$ cat config.mk
export PLATFORM = sky130hd
export DESIGN_NAME = down_timer_flat
export DESIGN_NICKNAME = d
export VERILOG_FILES = /design/src/rtl/down_timer_pkg.sv /design/src/rtl/down_timer_if.sv /design/src/rtl/down_timer_dp.sv /design/src/rtl/down_timer.sv /design/src/flat_wrapper.sv
export SDC_FILE = /design/constraint.sdc
export NUM_CORES = 1
export LEC_CHECK = 0
export ABC_CLOCK_PERIOD_IN_PS = 5200
export CAP_MARGIN = 25
export CORE_AREA = 5 5 53 55
export CTS_CLUSTER_SIZE = 30
export DETAILED_ROUTE_END_ITERATION = 8
export DIE_AREA = 0 0 58 60
export PLACE_DENSITY = 0.72
export SLEW_MARGIN = 30
export SYNTH_ARGS = -nofsm -noshare
export SYNTH_HDL_FRONTEND = slang
export SYNTH_SLANG_ARGS = --single-unit
$ cat constraint.sdc
create_clock -name clk -period 5.2 [get_ports clk]
set_input_delay 0.78 -clock clk [delete_from_list [all_inputs] [get_ports clk]]
set_output_delay 0.78 -clock clk [all_outputs]
set_load 0.005 [all_outputs]
$ cat src/rtl/down_timer_pkg.sv
// Shared types and constants for the down_timer block.
package down_timer_pkg;

  typedef enum logic [0:0] {
    IDLE = 1'b0,
    RUN  = 1'b1
  } state_t;

  localparam int TC_CNT_W = 8;
  localparam logic [TC_CNT_W-1:0] TC_CNT_MAX = 8'd255;

endpackage

$ cat src/rtl/down_timer_if.sv
// Load handshake, control and status bundle for down_timer.
// Carries tc_cnt only when DOWN_TIMER_TC_CNT_EN is defined.
interface down_timer_if #(
  parameter int WIDTH = 8
);

  logic             load_valid;
  logic             load_ready;
  logic [WIDTH-1:0] load_value;
  logic             auto_reload;
  logic             pause;
  logic             cancel;
  logic [WIDTH-1:0] count_out;
  logic             busy;
  logic             tc_pulse;
`ifdef DOWN_TIMER_TC_CNT_EN
  logic [down_timer_pkg::TC_CNT_W-1:0] tc_cnt;
`endif

  modport master (
    output load_valid, load_value, auto_reload, pause, cancel,
    input  load_ready, count_out, busy, tc_pulse
`ifdef DOWN_TIMER_TC_CNT_EN
    , input tc_cnt
`endif
  );

  modport slave (
    input  load_valid, load_value, auto_reload, pause, cancel,
    output load_ready, count_out, busy, tc_pulse
`ifdef DOWN_TIMER_TC_CNT_EN
    , output tc_cnt
`endif
  );

endinterface

$ cat src/rtl/down_timer_dp.sv
// Count and reload registers with a non-wrapping decrementer.
module down_timer_dp #(
  parameter int WIDTH = 8
) (
  input  logic             clk,
  input  logic             sclr,
  input  logic             load_i,
  input  logic             dec_i,
  input  logic             reload_i,
  input  logic             clear_i,
  input  logic [WIDTH-1:0] load_value_i,
  output logic [WIDTH-1:0] count_o,
  output logic             is_one_o
);

  localparam logic [WIDTH-1:0] ZERO = {WIDTH{1'b0}};
  localparam logic [WIDTH-1:0] ONE  = {{(WIDTH-1){1'b0}}, 1'b1};

  logic [WIDTH-1:0] count_q, count_d;
  logic [WIDTH-1:0] reload_q, reload_d;

  // Next count/reload selection; zero is never decremented.
  always_comb begin
    count_d  = count_q;
    reload_d = reload_q;
    if (clear_i) begin
      count_d = ZERO;
    end else if (load_i) begin
      count_d  = load_value_i;
      reload_d = load_value_i;
    end else if (reload_i) begin
      count_d = reload_q;
    end else if (dec_i && (count_q != ZERO)) begin
      count_d = count_q - ONE;
    end else begin
      count_d = count_q;
    end
  end

  // Count and reload registers.
  always_ff @(posedge clk) begin
    if (sclr) begin
      count_q  <= ZERO;
      reload_q <= ZERO;
    end else begin
      count_q  <= count_d;
      reload_q <= reload_d;
    end
  end

  assign count_o  = count_q;
  assign is_one_o = (count_q == ONE);

endmodule

$ cat src/rtl/down_timer.sv
// Loadable down-counter/timer with one-shot and auto-reload modes.
// Define DOWN_TIMER_TC_CNT_EN to add the saturating tc_cnt output.
module down_timer
  import down_timer_pkg::*;
#(
  parameter int WIDTH = 8
) (
  input  logic         clk,
  input  logic         sclr,
  down_timer_if.slave  tif
);

  state_t           state_q, state_d;
  logic             busy_q, busy_d;
  logic             tc_q, tc_d;
  logic             load_s, dec_s, reload_s, clear_s;
  logic [WIDTH-1:0] count_s;
  logic             is_one_s;

  down_timer_dp #(.WIDTH(WIDTH)) u_dp (
    .clk          (clk),
    .sclr         (sclr),
    .load_i       (load_s),
    .dec_i        (dec_s),
    .reload_i     (reload_s),
    .clear_i      (clear_s),
    .load_value_i (tif.load_value),
    .count_o      (count_s),
    .is_one_o     (is_one_s)
  );

  // Next-state and datapath control decode.
  always_comb begin
    state_d  = state_q;
    busy_d   = busy_q;
    tc_d     = 1'b0;
    load_s   = 1'b0;
    dec_s    = 1'b0;
    reload_s = 1'b0;
    clear_s  = 1'b0;
    case (state_q)
      IDLE: begin
        if (tif.load_valid) begin
          load_s = 1'b1;
          // A zero load terminates immediately, regardless of auto_reload.
          if (tif.load_value != {WIDTH{1'b0}}) begin
            state_d = RUN;
            busy_d  = 1'b1;
          end else begin
            tc_d = 1'b1;
          end
        end else begin
          state_d = IDLE;
        end
      end
      RUN: begin
        if (tif.cancel) begin
          clear_s = 1'b1;
          state_d = IDLE;
          busy_d  = 1'b0;
        end else if (tif.pause) begin
          state_d = RUN;
        end else if (!is_one_s) begin
          dec_s = 1'b1;
        end else if (tif.auto_reload) begin
          reload_s = 1'b1;
          tc_d     = 1'b1;
        end else begin
          dec_s   = 1'b1;
          tc_d    = 1'b1;
          state_d = IDLE;
          busy_d  = 1'b0;
        end
      end
      default: begin
        clear_s = 1'b1;
        state_d = IDLE;
        busy_d  = 1'b0;
      end
    endcase
  end

  // State and status registers.
  always_ff @(posedge clk) begin
    if (sclr) begin
      state_q <= IDLE;
      busy_q  <= 1'b0;
      tc_q    <= 1'b0;
    end else begin
      state_q <= state_d;
      busy_q  <= busy_d;
      tc_q    <= tc_d;
    end
  end

  assign tif.load_ready = (state_q == IDLE);
  assign tif.count_out  = count_s;
  assign tif.busy       = busy_q;
  assign tif.tc_pulse   = tc_q;

`ifdef DOWN_TIMER_TC_CNT_EN
  logic [TC_CNT_W-1:0] tc_cnt_q, tc_cnt_d, tc_base_s;

  // An accepted load restarts the tally before counting its own pulse.
  assign tc_base_s = load_s ? {TC_CNT_W{1'b0}} : tc_cnt_q;
  assign tc_cnt_d  = (tc_d && (tc_base_s != TC_CNT_MAX))
                   ? tc_base_s + {{(TC_CNT_W-1){1'b0}}, 1'b1}
                   : tc_base_s;

  // Saturating terminal-count tally.
  always_ff @(posedge clk) begin
    if (sclr) begin
      tc_cnt_q <= {TC_CNT_W{1'b0}};
    end else begin
      tc_cnt_q <= tc_cnt_d;
    end
  end

  assign tif.tc_cnt = tc_cnt_q;
`endif

endmodule

$ cat src/flat_wrapper.sv
// flat-port wrapper written by rule: the top's interface ports become plain ports
module down_timer_flat import down_timer_pkg::*;
#(
  parameter int WIDTH = 8
)
  (clk, sclr, tif_load_valid, tif_load_value, tif_auto_reload, tif_pause, tif_cancel, tif_load_ready, tif_count_out, tif_busy, tif_tc_pulse);
  down_timer_if #(.WIDTH(WIDTH)) tif_i ();
  input  logic clk;
  input  logic sclr;
  input wire logic [$bits(tif_i.load_valid)-1:0] tif_load_valid;
  input wire logic [$bits(tif_i.load_value)-1:0] tif_load_value;
  input wire logic [$bits(tif_i.auto_reload)-1:0] tif_auto_reload;
  input wire logic [$bits(tif_i.pause)-1:0] tif_pause;
  input wire logic [$bits(tif_i.cancel)-1:0] tif_cancel;
  output wire logic [$bits(tif_i.load_ready)-1:0] tif_load_ready;
  output wire logic [$bits(tif_i.count_out)-1:0] tif_count_out;
  output wire logic [$bits(tif_i.busy)-1:0] tif_busy;
  output wire logic [$bits(tif_i.tc_pulse)-1:0] tif_tc_pulse;
  assign tif_i.load_valid = tif_load_valid;
  assign tif_i.load_value = tif_load_value;
  assign tif_i.auto_reload = tif_auto_reload;
  assign tif_i.pause = tif_pause;
  assign tif_i.cancel = tif_cancel;
  assign tif_load_ready = tif_i.load_ready;
  assign tif_count_out = tif_i.count_out;
  assign tif_busy = tif_i.busy;
  assign tif_tc_pulse = tif_i.tc_pulse;
  down_timer #(.WIDTH(WIDTH)) u_core (.clk(clk), .sclr(sclr), .tif(tif_i));
endmodule
==> flow_summary.json <==
{
  "maxSlewHeadroom_pct": 41.4,
  "holdWs_ps": 466,
  "area_growth_pct": 23.5,
  "synth_fp_nets": 145,
  "die-area_um2": 3480,
  "cts-htree-levels": 1,
  "antenna_found_initial": 0,
  "layout.nets": 167,
  "post-cts-setup-buffer-count": 0,
  "cts_hold_buf": 0,
  "synth_seq_area_share_pct": 35.7,
  "rows": 18,
  "avgSynthCellArea_um2": 8.25,
  "antenna_left": 0,
  "grt_max_degree": 18,
  "ys_ff_latch": 19,
  "start_kind": "primary input",
  "cts_inserted_buffers": 3,
  "vias_per_cell": 5.84,
  "async_flop_share_pct": 0,
  "cp.arrival_ps": 2840,
  "grt_setup_unrepaired": "false",
  "fin_worst_skew_ps": 3.45,
  "min_path_type": "flip-flop to flip-flop",
  "cts_buffer_depth": 2,
  "core_area_um2": 2340,
  "synthCells": 129,
  "synthFlopType": "dfxtp_1",
  "synth_edf_count": 0,
  "placedCellCount": 176,
  "cts.sinks": 19,
  "swShare_pct": 30.5,
  "fin_cells": 180,
  "peakVddDrop_mv": 0.163,
  "clock.fmax_ghz": 0.382,
  "gp_congestion": 0.794,
  "yosys_warnings": 0,
  "grt_first_pass_wirelength_um": 4360,
  "num_vias": 1052,
  "grt_overflow": 0,
  "path_clk_slew_ps": 100,
  "critical_path_class": "primary input to flip-flop",
  "synth_top_area_share_pct": 35.7,
  "die_width_um": 58,
  "insertion_delay_ps": 290,
  "routed_wirelength_um": 2680,
  "seq_power_share_pct": 49.3,
  "grt_usage_pct": 16.0,
  "combPwrFrac_pct": 29.8,
  "die_y_um": 60,
  "yosysUniqueCellTypes": 42,
  "post_drt_wl_per_cell_um": 14.9,
  "p_leak_uw": 0.000473,
  "cts_tree": "yes",
  "cts_root_buffer": "clkbuf_4",
  "drtIter0Drc": 30,
  "io_pins": 25,
  "cp-end-kind": "flip-flop",
  "worst_slew_pin_slew_ps": 877,
  "drive_gt1_share_pct": 6.00,
  "hold_viol_final": 0,
  "synthesis.area_um2": 1060,
  "worst_ep_required_time_ps": 5430,
  "period_needed_ps": 2620,
  "power.internal_uw": 240,
  "critPathMaxFanout": 14,
  "first_pass_iters": 4,
  "maxCapViolCount": 0,
  "synth.largest_area_cell": "dfxtp_1",
  "diodes": 0,
  "switchingPower_uw": 105,
  "setup-violations-final": 0,
  "setup_tns_ps": 0,
  "pwr-share-clk_pct": 21.0,
  "io_buffers": 24,
  "grt_pass1_vias": 993,
  "drc": 0,
  "cts_resized": 0,
  "period_share_pct": 50.3,
  "fillers": 225,
  "synth_area_leaders": "dfxtp_1 (36%), nand2_1 (7.1%), a21oi_1 (6.1%)",
  "powerDensity_nw_per_um2": 263,
  "report.final.slew_viol_count": 0,
  "hpwl_um": 1930,
  "outcome": "finished clean",
  "initial_core_util_pct": 45.5
}
[cell families (layout without fill, tap and decap cells)]
family / Yosys count / count (layout) / share of synthesized area (%)
AOI/OAI and AO/OA: 42 / 42 / 27.4
buffers and inverters: 12 / 33 / 6.82
xor gates and xnor gates: 2 / 2 / 2.35
DFF: 19 / 19 / 35.7
muxes: 1 / 1 / 0.940
adders and majority gates: 2 / 2 / 2.35
and+or+nand+nor: 51 / 51 / 24.4
[cell usage in the layout, fill, tap and decap left out, types with 3 or more instances in the layout]
master	count
clkbuf_4	3
nor2_1	10
clkdlybuf4s50_1	24
a31oi_1	5
nand3_1	4
dfxtp_1	19
nand2_1	20
o211ai_1	3
o221ai_1	3
o21ai_0	5
a21oi_1	13
inv_1	5
[final timing paths]
path         slack, ps                              endpoint                                  from  cells after the start
max               2580   u_core.u_dp.count_o[6]$_SDFFE_PP0P_                            tif_cancel                      6
min                470  u_core.u_dp.reload_q[4]$_SDFFE_PP0P_  u_core.u_dp.reload_q[4]$_SDFFE_PP0P_                      2
max reg2reg       3060   u_core.u_dp.count_o[6]$_SDFFE_PP0P_             u_core.state_q$_SDFF_PP0_                      5
min reg2reg        470  u_core.u_dp.reload_q[4]$_SDFFE_PP0P_  u_core.u_dp.reload_q[4]$_SDFFE_PP0P_                      2
[layout make-up]
type                    instances  area, um^2  share of cell area [%]
flip-flops and latches         19         380                    28.9
inverters                       5        18.8                    1.43
multi-input cells              98         612                    46.5
clock buffers                   4        26.3                    2.00
repair buffers                 24         240                    18.3
well taps                      30        37.5                    2.85
[synth_stat cells (2+ instances only)]
master and instances:
nand2_1 20, dfxtp_1 19, a21oi_1 13, nor2_1 10
a31oi_1 5, inv_1 5, o21ai_0 5, nand3_1 4
buf_6 3, o211ai_1 3, o221ai_1 3, a41oi_1 2
and2_1 2, clkbuf_1 2, ha_1 2, nand2b_1 2
nor3_1 2, or4_1 2, or4_4 2
[power by group through the flow]
stage,Clock [uW],Combinational (uW),Sequential (uW)
final,72.4,103,170
after global routing,82.7,113,172
after CTS,76.6,103,170
after detailed placement,0,102,173
after global placement,0,102,173
after floorplan,0,68.3,170
[critical path, stage by stage]
cell and delay, ps:
clkdlybuf4s50_1 490, nor3b_2 380, nand4_1 530, o21ai_0 350
o211ai_1 140, a21oi_1 160
[state kept, by name (all words and copies together) (netlist names)]
name                  cells
u_core.tif.tc_pulse       1
u_core.u_dp.count_o       8
u_core.state_q            1
u_core.tif.busy           1
u_core.u_dp.reload_q      8
[per-stage QoR]
step	setup WS (ps)	power [uW]	utilization (%)	area, um^2
floorplan	3250	239	-	1060
global route	2450	368	56.1	1320
CTS	2640	349	56.1	1320
detailed placement	2350	275	55.0	1290
global placement	2340	275	55.0	1290
finish	2580	345	56.1	1320
[layer usage]
| metal | track usage, % | part of all wire (%) | vias to the layer above |
|---|---|---|---|
| li1 | - | - | 523 |
| met1 | 19.9 | 47 | 485 |
| met2 | 26.1 | 46 | 40 |
| met3 | 4.10 | 6.3 | 4 |
| met4 | 6.62 | 1.0 | 0 |
| met5 | 0 | 0 | - |
No activity file was read; power rests on OpenSTA's default activity.
